--- config.mk ---
export PLATFORM = sky130hd
export DESIGN_NAME = minmax_scanner
export DESIGN_NICKNAME = d
export VERILOG_FILES = /design/src/rtl/minmax_scanner_pkg.sv /design/src/rtl/comparator_16b.sv /design/src/rtl/minmax_scanner.sv
export SDC_FILE = /design/constraint.sdc
export NUM_CORES = 1
export LEC_CHECK = 0
export BUFFER_PORTS_ARGS = -buffer_cell sky130_fd_sc_hd__buf_4
export CAP_MARGIN = 5
export CORE_MARGIN = 3
export CORE_UTILIZATION = 50
export DETAILED_ROUTE_END_ITERATION = 12
export PLACE_DENSITY_LB_ADDON = 0.1
export SETUP_SLACK_MARGIN = 0.15
export SYNTH_ARGS = -nofsm -noshare
export SYNTH_HDL_FRONTEND = slang
export SYNTH_HIERARCHICAL = 1
export SYNTH_SLANG_ARGS = --single-unit
--- constraint.sdc ---
create_clock -name clk -period 4.04 [get_ports clk]
set_clock_uncertainty 0.1 [all_clocks]
set_input_delay 0.808 -clock clk [delete_from_list [all_inputs] [get_ports clk]]
set_output_delay 0.808 -clock clk [all_outputs]
set_load 0.05 [all_outputs]
--- src/rtl/minmax_scanner_pkg.sv ---
// Shared definitions for the min/max scan engine: state encodings and datapath width.
package minmax_scanner_pkg;

  localparam int MM_DATA_W = 16;

  typedef enum logic [2:0] {
    ST_IDLE    = 3'd0,
    ST_FIRST   = 3'd1,
    ST_WAIT    = 3'd2,
    ST_CMP_MAX = 3'd3,
    ST_CMP_MIN = 3'd4,
    ST_DONE    = 3'd5
  } state_t;

endpackage

--- src/rtl/comparator_16b.sv ---
// 16-bit magnitude comparator; negative_sig selects two's-complement ordering.
module comparator_16b
  import minmax_scanner_pkg::*;
(
  input  logic [MM_DATA_W-1:0] a,
  input  logic [MM_DATA_W-1:0] b,
  input  logic                 negative_sig,
  output logic                 great,
  output logic                 less
);

  always_comb begin
    great = 1'b0;
    less  = 1'b0;
    if (negative_sig) begin
      great = $signed(a) > $signed(b);
      less  = $signed(a) < $signed(b);
    end else begin
      great = a > b;
      less  = a < b;
    end
  end

endmodule

--- src/rtl/minmax_scanner.sv ---
// Block min/max scan engine sharing one comparator across the max and min passes.
// Optional occurrence counter for the final maximum is built when MINMAX_MAXCNT_EN is defined.
module minmax_scanner
  import minmax_scanner_pkg::*;
#(
  parameter int COUNT_W = 8
) (
  input  logic                 clk,
  input  logic                 rst,
  input  logic                 start,
  input  logic [COUNT_W-1:0]   len,
  input  logic                 signed_mode,
  input  logic                 in_valid,
  input  logic [MM_DATA_W-1:0] in_data,
  output logic                 in_ready,
  output logic                 busy,
  output logic                 done,
  output logic [MM_DATA_W-1:0] max_out,
  output logic [MM_DATA_W-1:0] min_out
`ifdef MINMAX_MAXCNT_EN
  ,
  output logic [COUNT_W-1:0]   max_cnt
`endif
);

  // state      | meaning
  // ST_IDLE    | waiting for start
  // ST_FIRST   | accept first sample, seeds max/min
  // ST_WAIT    | accept next sample into sample_q
  // ST_CMP_MAX | compare sample_q against running max
  // ST_CMP_MIN | compare sample_q against running min, count down
  // ST_DONE    | one-cycle result pulse

  localparam logic [COUNT_W-1:0] ONE = COUNT_W'(1);

  state_t                 state_q, state_d;
  logic [COUNT_W-1:0]     len_q;
  logic [COUNT_W-1:0]     remaining_q;
  logic                   mode_q;
  logic [MM_DATA_W-1:0]   sample_q;
  logic [MM_DATA_W-1:0]   max_q;
  logic [MM_DATA_W-1:0]   min_q;
  logic [MM_DATA_W-1:0]   cmp_a;
  logic [MM_DATA_W-1:0]   cmp_b;
  logic                   cmp_great;
  logic                   cmp_less;

  comparator_16b u_cmp (
    .a            (cmp_a),
    .b            (cmp_b),
    .negative_sig (mode_q),
    .great        (cmp_great),
    .less         (cmp_less)
  );

  always_comb begin
    state_d = state_q;
    cmp_a   = '0;
    cmp_b   = '0;
    case (state_q)
      ST_IDLE: begin
        if (start) state_d = (len != '0) ? ST_FIRST : ST_DONE;
      end
      ST_FIRST: begin
        if (in_valid) state_d = (len_q == ONE) ? ST_DONE : ST_WAIT;
      end
      ST_WAIT: begin
        if (in_valid) state_d = ST_CMP_MAX;
      end
      ST_CMP_MAX: begin
        cmp_a   = sample_q;
        cmp_b   = max_q;
        state_d = ST_CMP_MIN;
      end
      ST_CMP_MIN: begin
        cmp_a   = sample_q;
        cmp_b   = min_q;
        state_d = (remaining_q == ONE) ? ST_DONE : ST_WAIT;
      end
      ST_DONE: state_d = ST_IDLE;
      default: state_d = ST_IDLE;
    endcase
  end

  always_ff @(posedge clk or posedge rst) begin
    if (rst) begin
      state_q     <= ST_IDLE;
      len_q       <= '0;
      remaining_q <= '0;
      mode_q      <= 1'b0;
      sample_q    <= '0;
      max_q       <= '0;
      min_q       <= '0;
    end else begin
      state_q <= state_d;
      case (state_q)
        ST_IDLE: begin
          // Results are held until a new scan is accepted, then cleared.
          if (start) begin
            len_q       <= len;
            mode_q      <= signed_mode;
            remaining_q <= '0;
            max_q       <= '0;
            min_q       <= '0;
          end
        end
        ST_FIRST: begin
          if (in_valid) begin
            max_q       <= in_data;
            min_q       <= in_data;
            remaining_q <= len_q - ONE;
          end
        end
        ST_WAIT: begin
          if (in_valid) sample_q <= in_data;
        end
        ST_CMP_MAX: begin
          if (cmp_great) max_q <= sample_q;
        end
        ST_CMP_MIN: begin
          if (cmp_less) min_q <= sample_q;
          remaining_q <= remaining_q - ONE;
        end
        default: ;
      endcase
    end
  end

`ifdef MINMAX_MAXCNT_EN
  logic [COUNT_W-1:0] max_cnt_q;

  always_ff @(posedge clk or posedge rst) begin
    if (rst) begin
      max_cnt_q <= '0;
    end else begin
      case (state_q)
        ST_IDLE: if (start) max_cnt_q <= '0;
        ST_FIRST: if (in_valid) max_cnt_q <= ONE;
        ST_CMP_MAX: begin
          // Neither greater nor less means the sample ties the current max.
          if (cmp_great) max_cnt_q <= ONE;
          else if (!cmp_less && max_cnt_q != '1) max_cnt_q <= max_cnt_q + ONE;
        end
        default: ;
      endcase
    end
  end

  assign max_cnt = max_cnt_q;
`endif

  assign in_ready = (state_q == ST_FIRST) || (state_q == ST_WAIT);
  assign busy     = (state_q != ST_IDLE);
  assign done     = (state_q == ST_DONE);
  assign max_out  = max_q;
  assign min_out  = min_q;

endmodule
* Word-level counts from Yosys, hierarchy flattened
Index checks and enable logic that the tools add are counted.
** Word-level totals
- Register bits :: 68
- Output and inout bits :: 35
** Cells by class
- Order comparisons :: 4
- Eq/ne operators :: 12
- Multiplexer cells :: 20
- Reduce and logical (&&, ||, !) cells :: 13
- Add/subtract/negate cells :: 2
** Operator list (number)
- 16-bit one-hot mux with 3 select lines :: 2
- 16-bit 2-to-1 mux :: 5
- 16-bit > comparator :: 2
- 16-bit less-than comparator :: 2
- 16-bit one-hot mux with 2 select lines :: 1
- 8-bit one-hot mux with 3 select lines :: 1
- 3-bit 2-to-1 mux :: 6
- 8-bit by 1-bit == test with 1-bit output, second input constant :: 2
- 8-bit 2-to-1 mux :: 2
- 8-bit by 1-bit subtractor with 8-bit output, second input constant :: 2
- 3-bit one-hot mux with 5 select lines :: 1
- 2-bit != test, second input constant :: 5
- 3-bit nonzero test :: 3
- 4-bit AND reduction :: 2
- 8-bit nonzero test :: 1
- 3-bit by 2-bit == test with 1-bit output, second input constant :: 2
- 3-bit == test, second input constant :: 2
- 3-bit AND reduction :: 2
- 2-bit AND reduction :: 2
- 3-bit by 1-bit == test with 1-bit output, second input constant :: 1
- 3-bit logical NOT :: 1
- 1-bit 2-to-1 mux :: 2
- 2-bit OR reduction :: 1
- 1-bit logical OR :: 1

* Logic depth before layout (Yosys ltp)
Gate-level depths: netlist (run 1).
- Depth after elaboration :: 7
- Depth in mapped cells :: 19
- Gate-level depth less buffers :: 14

* By module
The synthesis (run 1) kept the hierarchy.
** By module, submodules not included
- minmax_scanner :: area an instance 3626.0 um2, instances 1, cells an instance 337, sequential area each 1701.6 um2
- comparator_16b :: area an instance 446.7 um2, instances 1, cells an instance 62, sequential area each 0.0 um2

* Worst setup path after synthesis (run 1)
No wires, ideal clock.
- Path kind :: reg2reg
- Start :: register state_q[0]
- End :: register max_q[10], in the netlist max_out[10]
- Data arrival time :: 3654 ps
- Clock period less this slack :: 3878 ps
- Slack :: 162 ps
- Cell stages (with the launch flop) :: 17
- Cell sequence :: dfrtp_1 buf_4 nor3b_2 buf_2 clkbuf_1 a22o_1 inv_1 ha_1 nand4_2 a2111o_1 a211o_1 nand3_2 nor2_2 and3_1 o21ai_2 buf_4 mux2_2
** RTL lines
- from (decl) :: line minmax_scanner.sv:36 : state_t state_q, state_d;
- from (signal assigned) :: line minmax_scanner.sv:95 : state_q <= state_d;
- 3-bit == test or 3-bit by 2-bit == test with 1-bit output (tied branches) :: line minmax_scanner.sv:60 : case (state_q)
- 16-bit one-hot mux with 2 select lines (*) :: line minmax_scanner.sv:60
- named net cmp_b[13] :: line minmax_scanner.sv:44 : logic [MM_DATA_W-1:0] cmp_b;
- 16-bit > comparator (on tied branches) :: line comparator_16b.sv:19, comparator_16b.sv:16
- 1-bit 2-to-1 mux (*) :: line comparator_16b.sv:15 : if (negative_sig) begin
- named net cmp_great :: line minmax_scanner.sv:45 : logic cmp_great;
- 2-bit != test (no line) (*)
- 4-bit AND reduction (no line) (*)
- to (signal assigned) :: line minmax_scanner.sv:109 : max_q <= in_data;
- to (signal assigned) :: line minmax_scanner.sv:118 : if (cmp_great) max_q <= sample_q;
- to (decl) :: line minmax_scanner.sv:41 : logic [MM_DATA_W-1:0] max_q;
Mark *: on every way through the listed nets, which the timed path passes. The rest lies on a longest branch.
A chain may end at the register's enable or synchronous reset.

* Worst setup path in the final report (run 1)
- Start :: register state_q[1]
- End :: register max_q[13], in the netlist max_out[13]
** Between the ends
- Longest elaborated chain between the ends :: 7
** Ends and longest elaborated chain
- 3-bit == test or 3-bit by 2-bit == test with 1-bit output (tied branches) :: line minmax_scanner.sv:60
- 2-bit OR reduction (no line) (*)
- 16-bit 2-to-1 mux (*) :: line minmax_scanner.sv:60
- named net cmp_a[0] :: line minmax_scanner.sv:43 : logic [MM_DATA_W-1:0] cmp_a;
- 16-bit > comparator (on tied branches) :: line comparator_16b.sv:19, comparator_16b.sv:16
- 1-bit 2-to-1 mux (*) :: line comparator_16b.sv:15
- named net cmp_great :: line minmax_scanner.sv:45
- 2-bit != test (no line) (*)
- 4-bit AND reduction (no line) (*)
Marked as above.

==> impl_metrics.yaml, run 1 <==
timing:
  final_max_slew_viol_count: 0
  fmax_mhz: 273.8
  setup_slack_ns: 0.3883
  worstMarginPinSlew_ns: 0.9005
  setup_tns_ns: 0
  setup_viol: 0
  period_needed_ns: 3.652
  relSlewSlack: 0.3977
  rsz0062_at_grt: "no"
  hold_violations: 0
  layout_worst_path_cycle_share: 0.9039
placement:
  hpwl_um: 7074
  gp_congestion: 0.8312
  post-place-ws_ns: 0.3916
  portBuffers: 63
setup_path:
  critPathKind: "reg -> reg"
  required_ns: 4.16
  path_buf_inv: 2
  critical_path.top_delay_family: "compound AO/OA/AOI/OAI gates"
  cp_slowest_stage_delay_ns: 0.43
  cp_data_arrival_time_ns: 3.77
  endpoint_kind: "register"
  cp-start-kind: "register"
  crit_fanout: 16
  cp_slowest_cell: "dfrtp_1"
  path_cells: "or3b_1 -> o21ai_2 -> and2_1 -> inv_1 -> ha_1 -> nor2b_1 -> o211ai_1 -> a2111o_1 -> a211o_1 -> nand3_2 -> nor2_2 -> and3_1 -> o21ai_2 -> buf_12 -> mux2_2"
  cp_common_cell: "o21ai_2"
hold_path:
  hold_path_class: "in -> async"
global_route:
  busiest_layer: "met2"
  grt_pass1_vias: 3185
  grtUsageMet1: 0.2933
  use_met3: 0.04300
  grt_overflow: 0
  antenna_found_initial: 0
  grt_max_degree: 33
  grt_use_total: 0.2210
  grt_pass1_wl_um: 15810
  use_met2: 0.3721
flow_run:
  cap_violations: 0
synthesis:
  ys_types: 53
  synth_cells: 399
  synth_ff_type: "dfrtp_1"
  synth_seq_cells: 68
  yosysWarnings: 6
  syn_area_sq_um: 4073
  postSynth.asyncResetShare: 1.000
  avgSynthCellArea_sq_um: 10.21
  syn-num-nets: 448
  synth_edf_count: 0
  ys_seq_area_frac: 0.4178
clocking:
  htree_levels: 3
  postCtsHoldBufs: 0
  root_buffer: "clkbuf_8"
  cts_tree: "built"
  cts_made_buffers: 9
  clk_transition_reported_paths_ns: 0.07
  post_cts_buffers: 0
  clockBufferDepth: 2
  post_cts_resized: 0
  cts_num_sinks: 68
  clk_latency_ns: 0.34
drt:
  drtAntennaViolNets: 0
  vias: 3280
  post_drt_wl_per_cell_um: 16.97
  drc: 0
  drt_wl_total_um: 9654
  dr.first_iter.drc_count: 155
  viasPerCell: 5.764
  dr.pass1.iters: 4
die:
  pin_count: 64
  start_util: 0.5216
  die_w_um: 96.25
  dieArea_sq_um: 9264
  core-area_sq_um: 7807
  num_rows: 32
  die_h_um: 96.25
cells_and_area:
  drive_gt1_frac: 0.2998
  final_common_cell: "buf_4"
  area_delta_synth_final_pct: 19.23
  diodes: 0
  final_cell_mix: "buf_4 (76), dfrtp_1 (68), mux2_2 (38)"
  fin_nets: 512
outcome:
  outcome: "complete, no violations"
power:
  ir_worst_vdd_mv: 0.3827
  power_per_cell_area_nw_per_um2: 961.0
  p_leak_nw: 2.167
worst paths after layout:
check / startpoint / end / slack (ns) / depth (start not counted)
worst max-delay path: state_q[1] / max_out[13] / 0.39 / 15
worst min-delay path: rst / remaining_q[5] / 0.38 / 2
worst max register to register: state_q[1] / max_out[13] / 0.39 / 15
worst min register to register: remaining_q[1] / remaining_q[1] / 0.42 / 2
max in group asynchronous: rst / sample_q[7] / 2.70 / 3
min in group clk: remaining_q[1] / remaining_q[1] / 0.42 / 2
area by class of cell:
type | count | area (sq um)
well taps | 102 | 127.6
clock inverters | 2 | 35.03
inverters | 28 | 105.1
multi-input cells | 279 | 2147
flip-flops and latches | 68 | 1702
fillers | 674 | 2952
clock buffers | 13 | 148.9
repair buffers | 77 | 590.6
synthesized netlist by cell type (2+ instances only):
library cell | instances | area (sq um)
a21oi_1 | 29 | 145.1
nor4_1 | 4 | 25.02
nor3_1 | 6 | 30.03
clkbuf_1 | 5 | 18.77
o22ai_1 | 3 | 18.77
nor2b_1 | 2 | 12.51
o221ai_1 | 2 | 17.52
buf_2 | 10 | 50.05
nand2_1 | 11 | 41.29
nor2_2 | 2 | 12.51
dfrtp_1 | 68 | 1702
inv_1 | 28 | 105.1
ha_1 | 20 | 250.2
a21o_1 | 2 | 15.01
mux2_2 | 38 | 427.9
nand2b_1 | 5 | 31.28
nand3_1 | 4 | 20.02
a22o_1 | 32 | 280.3
and2_1 | 18 | 112.6
o211ai_1 | 3 | 22.52
buf_4 | 9 | 67.56
a31oi_1 | 4 | 25.02
nor2_1 | 26 | 97.59
nand4_1 | 3 | 18.77
nand3b_1 | 2 | 15.01
xnor2_1 | 5 | 43.79
and3_1 | 2 | 12.51
o21ai_2 | 2 | 17.52
a221oi_1 | 2 | 17.52
o21ai_0 | 12 | 60.06
nor3b_1 | 3 | 22.52
a22oi_1 | 16 | 120.1
sequential cells by signal (all words and copies together) (netlist names):
| signal | count |
|---|---|
| state_q | 3 |
| min_out | 16 |
| max_out | 16 |
| remaining_q | 8 |
| len_q | 8 |
| mode_q | 1 |
| sample_q | 16 |
through the flow:
stage	cell area (sq um)	hold WS (ns)	instances	utilization	total power (W)
after floorplan	4073	0.3726	399	-	0.003382
after global placement	4672	0.3925	554	0.5984	0.004077
after detailed placement	4672	0.4003	554	0.5984	0.004140
after CTS	4856	0.4032	569	0.6220	0.004694
after global routing	4856	0.4085	569	0.6220	0.005026
final	4856	0.3843	569	0.6220	0.004666
per-layer routing:
metal	share of wire	up-vias
met3	0.051	5
met2	0.50	74
met5	0	-
met4	0.0076	0
li1	-	1591
met1	0.44	1610
where the power goes:
part / leakage [nW] / internal, W / total (W) / switching [W]
combinational: 1.24 / 0.00114 / 0.00280 / 0.00166
sequential: 0.838 / 0.00101 / 0.00133 / 0.000323
clock: 0.0935 / 0.000299 / 0.000541 / 0.000242
total: 2.17 / 0.00244 / 0.00467 / 0.00223
logic make-up after synthesis:
group | share of synthesized area
muxes | 0.1078
DFF | 0.4178
adders and majority gates | 0.06144
xor gates and xnor gates | 0.01290
and+or+nand+nor | 0.1370
buffers and inverters | 0.05929
AOI/OAI and AO/OA | 0.2037
No activity file was read; power rests on OpenSTA's default activity.
==> run 2: changes to the inputs <==
--- a/config.mk
+++ b/config.mk
@@ -11,6 +11,7 @@
 export CORE_UTILIZATION = 50
 export DETAILED_ROUTE_END_ITERATION = 12
 export PLACE_DENSITY_LB_ADDON = 0.1
+export RECOVER_POWER = 100
 export SETUP_SLACK_MARGIN = 0.15
 export SYNTH_ARGS = -nofsm -noshare
 export SYNTH_HDL_FRONTEND = slang
==> impl_metrics.yaml, run 2 (synthesis gave the netlist of run 1 again) <==
outcome:
  violations: "max-capacitance violations, max-slew violations"
  outcome: "finished, violations left"
global_route:
  grt_max_degree: 33
  grt_use_total: 0.2210
  grt_pass1_wl_um: 15810
  grt_pass1_vias: 3185
  antenna_found_initial: 0
  grt_overflow: 0
timing:
  final_max_slew_viol_count: 30
  layout_worst_path_cycle_share: 0.9142
  setup_tns_ns: 0
  setup_viol: 0
  finalHoldWorstSlack_ns: 0.4134
  period_needed_ns: 3.693
  rsz0062_at_grt: "no"
  worstMarginPinSlew_ns: 1.575
  fmax_mhz: 270.8
  hold_violations: 0
  relSlewSlack: -0.05007
cells_and_area:
  final_common_cell: "dfrtp_1"
  area_delta_synth_final_pct: 14.72
  final_area_sq_um: 4672
  drive_gt1_frac: 0.2056
  final_cell_mix: "dfrtp_1 (68), clkbuf_1 (43), mux2_2 (38)"
  fin_nets: 512
  layout.cells.non_filler: 569
  diodes: 0
setup_path:
  required_ns: 4.16
  startpoint: "state_q[1]"
  r2r_start: "state_q[1]"
  cp-start-kind: "register"
  crit_fanout: 16
  reg2reg_slack_ns: 0.35
  worst_r2r_path_depth: 15
  critPathKind: "reg -> reg"
  endpoint_kind: "register"
  cp_data_arrival_time_ns: 3.81
placement:
  hpwl_um: 7074
  portBuffers: 63
  gp_congestion: 0.8312
  placed_cell_area_sq_um: 4672
  dp.cells: 554
drt:
  viasPerCell: 5.764
  dr.first_iter.drc_count: 143
  dr.pass1.iters: 4
  drtAntennaViolNets: 0
  drc: 0
  vias: 3280
  post_drt_wl_per_cell_um: 17.10
  drt_wl_total_um: 9732
die:
  start_util: 0.5216
  pin_count: 64
  dieArea_sq_um: 9264
  core-area_sq_um: 7807
  die_w_um: 96.25
  num_rows: 32
  die_h_um: 96.25
power:
  p_total_w: 0.004473
  p_leak_nw: 2.010
  ir_worst_vdd_mv: 0.3780
  power_per_cell_area_nw_per_um2: 957.3
clocking:
  cts_num_sinks: 68
  post_cts_resized: 0
  post_cts_buffers: 0
  clk_latency_ns: 0.34
  clockBufferDepth: 2
  htree_levels: 3
  root_buffer: "clkbuf_8"
  clk_transition_reported_paths_ns: 0.07
  cts_tree: "built"
  postCtsHoldBufs: 0
  cts_made_buffers: 9
hold_path:
  hold_path_class: "reg -> reg"
  hp-start: "remaining_q[1]"
  hold_path_depth: 2
flow_run:
  cap_violations: 2
run 2: final timing paths:
kind | endpoint
setup / recovery | max_out[13]
max in group asynchronous | sample_q[7]
setup reg to reg | max_out[13]
hold reg to reg | remaining_q[1]
hold / removal | remaining_q[1]
min in group asynchronous | remaining_q[5]
run 2: per-stage QoR:
step / util / setup WS, ns
final: 0.5984 / 0.3468
after CTS: 0.6220 / 0.3888
after global placement: 0.5984 / 0.4869
after detailed placement: 0.5984 / 0.3916
after global routing: 0.5984 / 0.1252
after floorplan: - / 0.1616
run 2: metal layers:
layer,routed length [um],up-vias,GRT usage,share of wire
li1,-,1594,-,-
met1,4358,1622,0.2933,0.45
met2,4870,59,0.3721,0.50
met3,433,5,0.04300,0.044
met4,70,0,0.04976,0.0072
met5,0,-,0,0
run 2: final cells by class:
cell class / instances / area, sq um
Sequential cell: 68 / 1702
Fill cell: 737 / 3136
Clock inverter: 2 / 35.03
Tap cell: 102 / 127.6
Clock buffer: 13 / 148.9
Multi-Input combinational cell: 279 / 2113
Timing Repair Buffer: 77 / 440.4
Inverter: 28 / 105.1
run 2: where the power goes:
| group | switching [W] | internal [W] | leakage, nW |
|---|---|---|---|
| registers | 0.000316 | 0.00101 | 0.838 |
| clock network | 0.000240 | 0.000299 | 0.0935 |
| logic | 0.00164 | 0.000976 | 1.08 |
| total | 0.00219 | 0.00228 | 2.01 |
run 2: critical path, cell delays in order, from the launching register on:
cell	delay [ns]
dfrtp_1	0.43
or3b_1	0.42
o21ai_2	0.22
and2_0	0.20
inv_1	0.05
ha_1	0.18
nor2b_1	0.11
o211ai_1	0.10
a2111o_1	0.41
a211o_1	0.28
nand3_2	0.09
nor2_2	0.04
and3_1	0.18
o21ai_1	0.23
buf_12	0.20
mux2_2	0.34
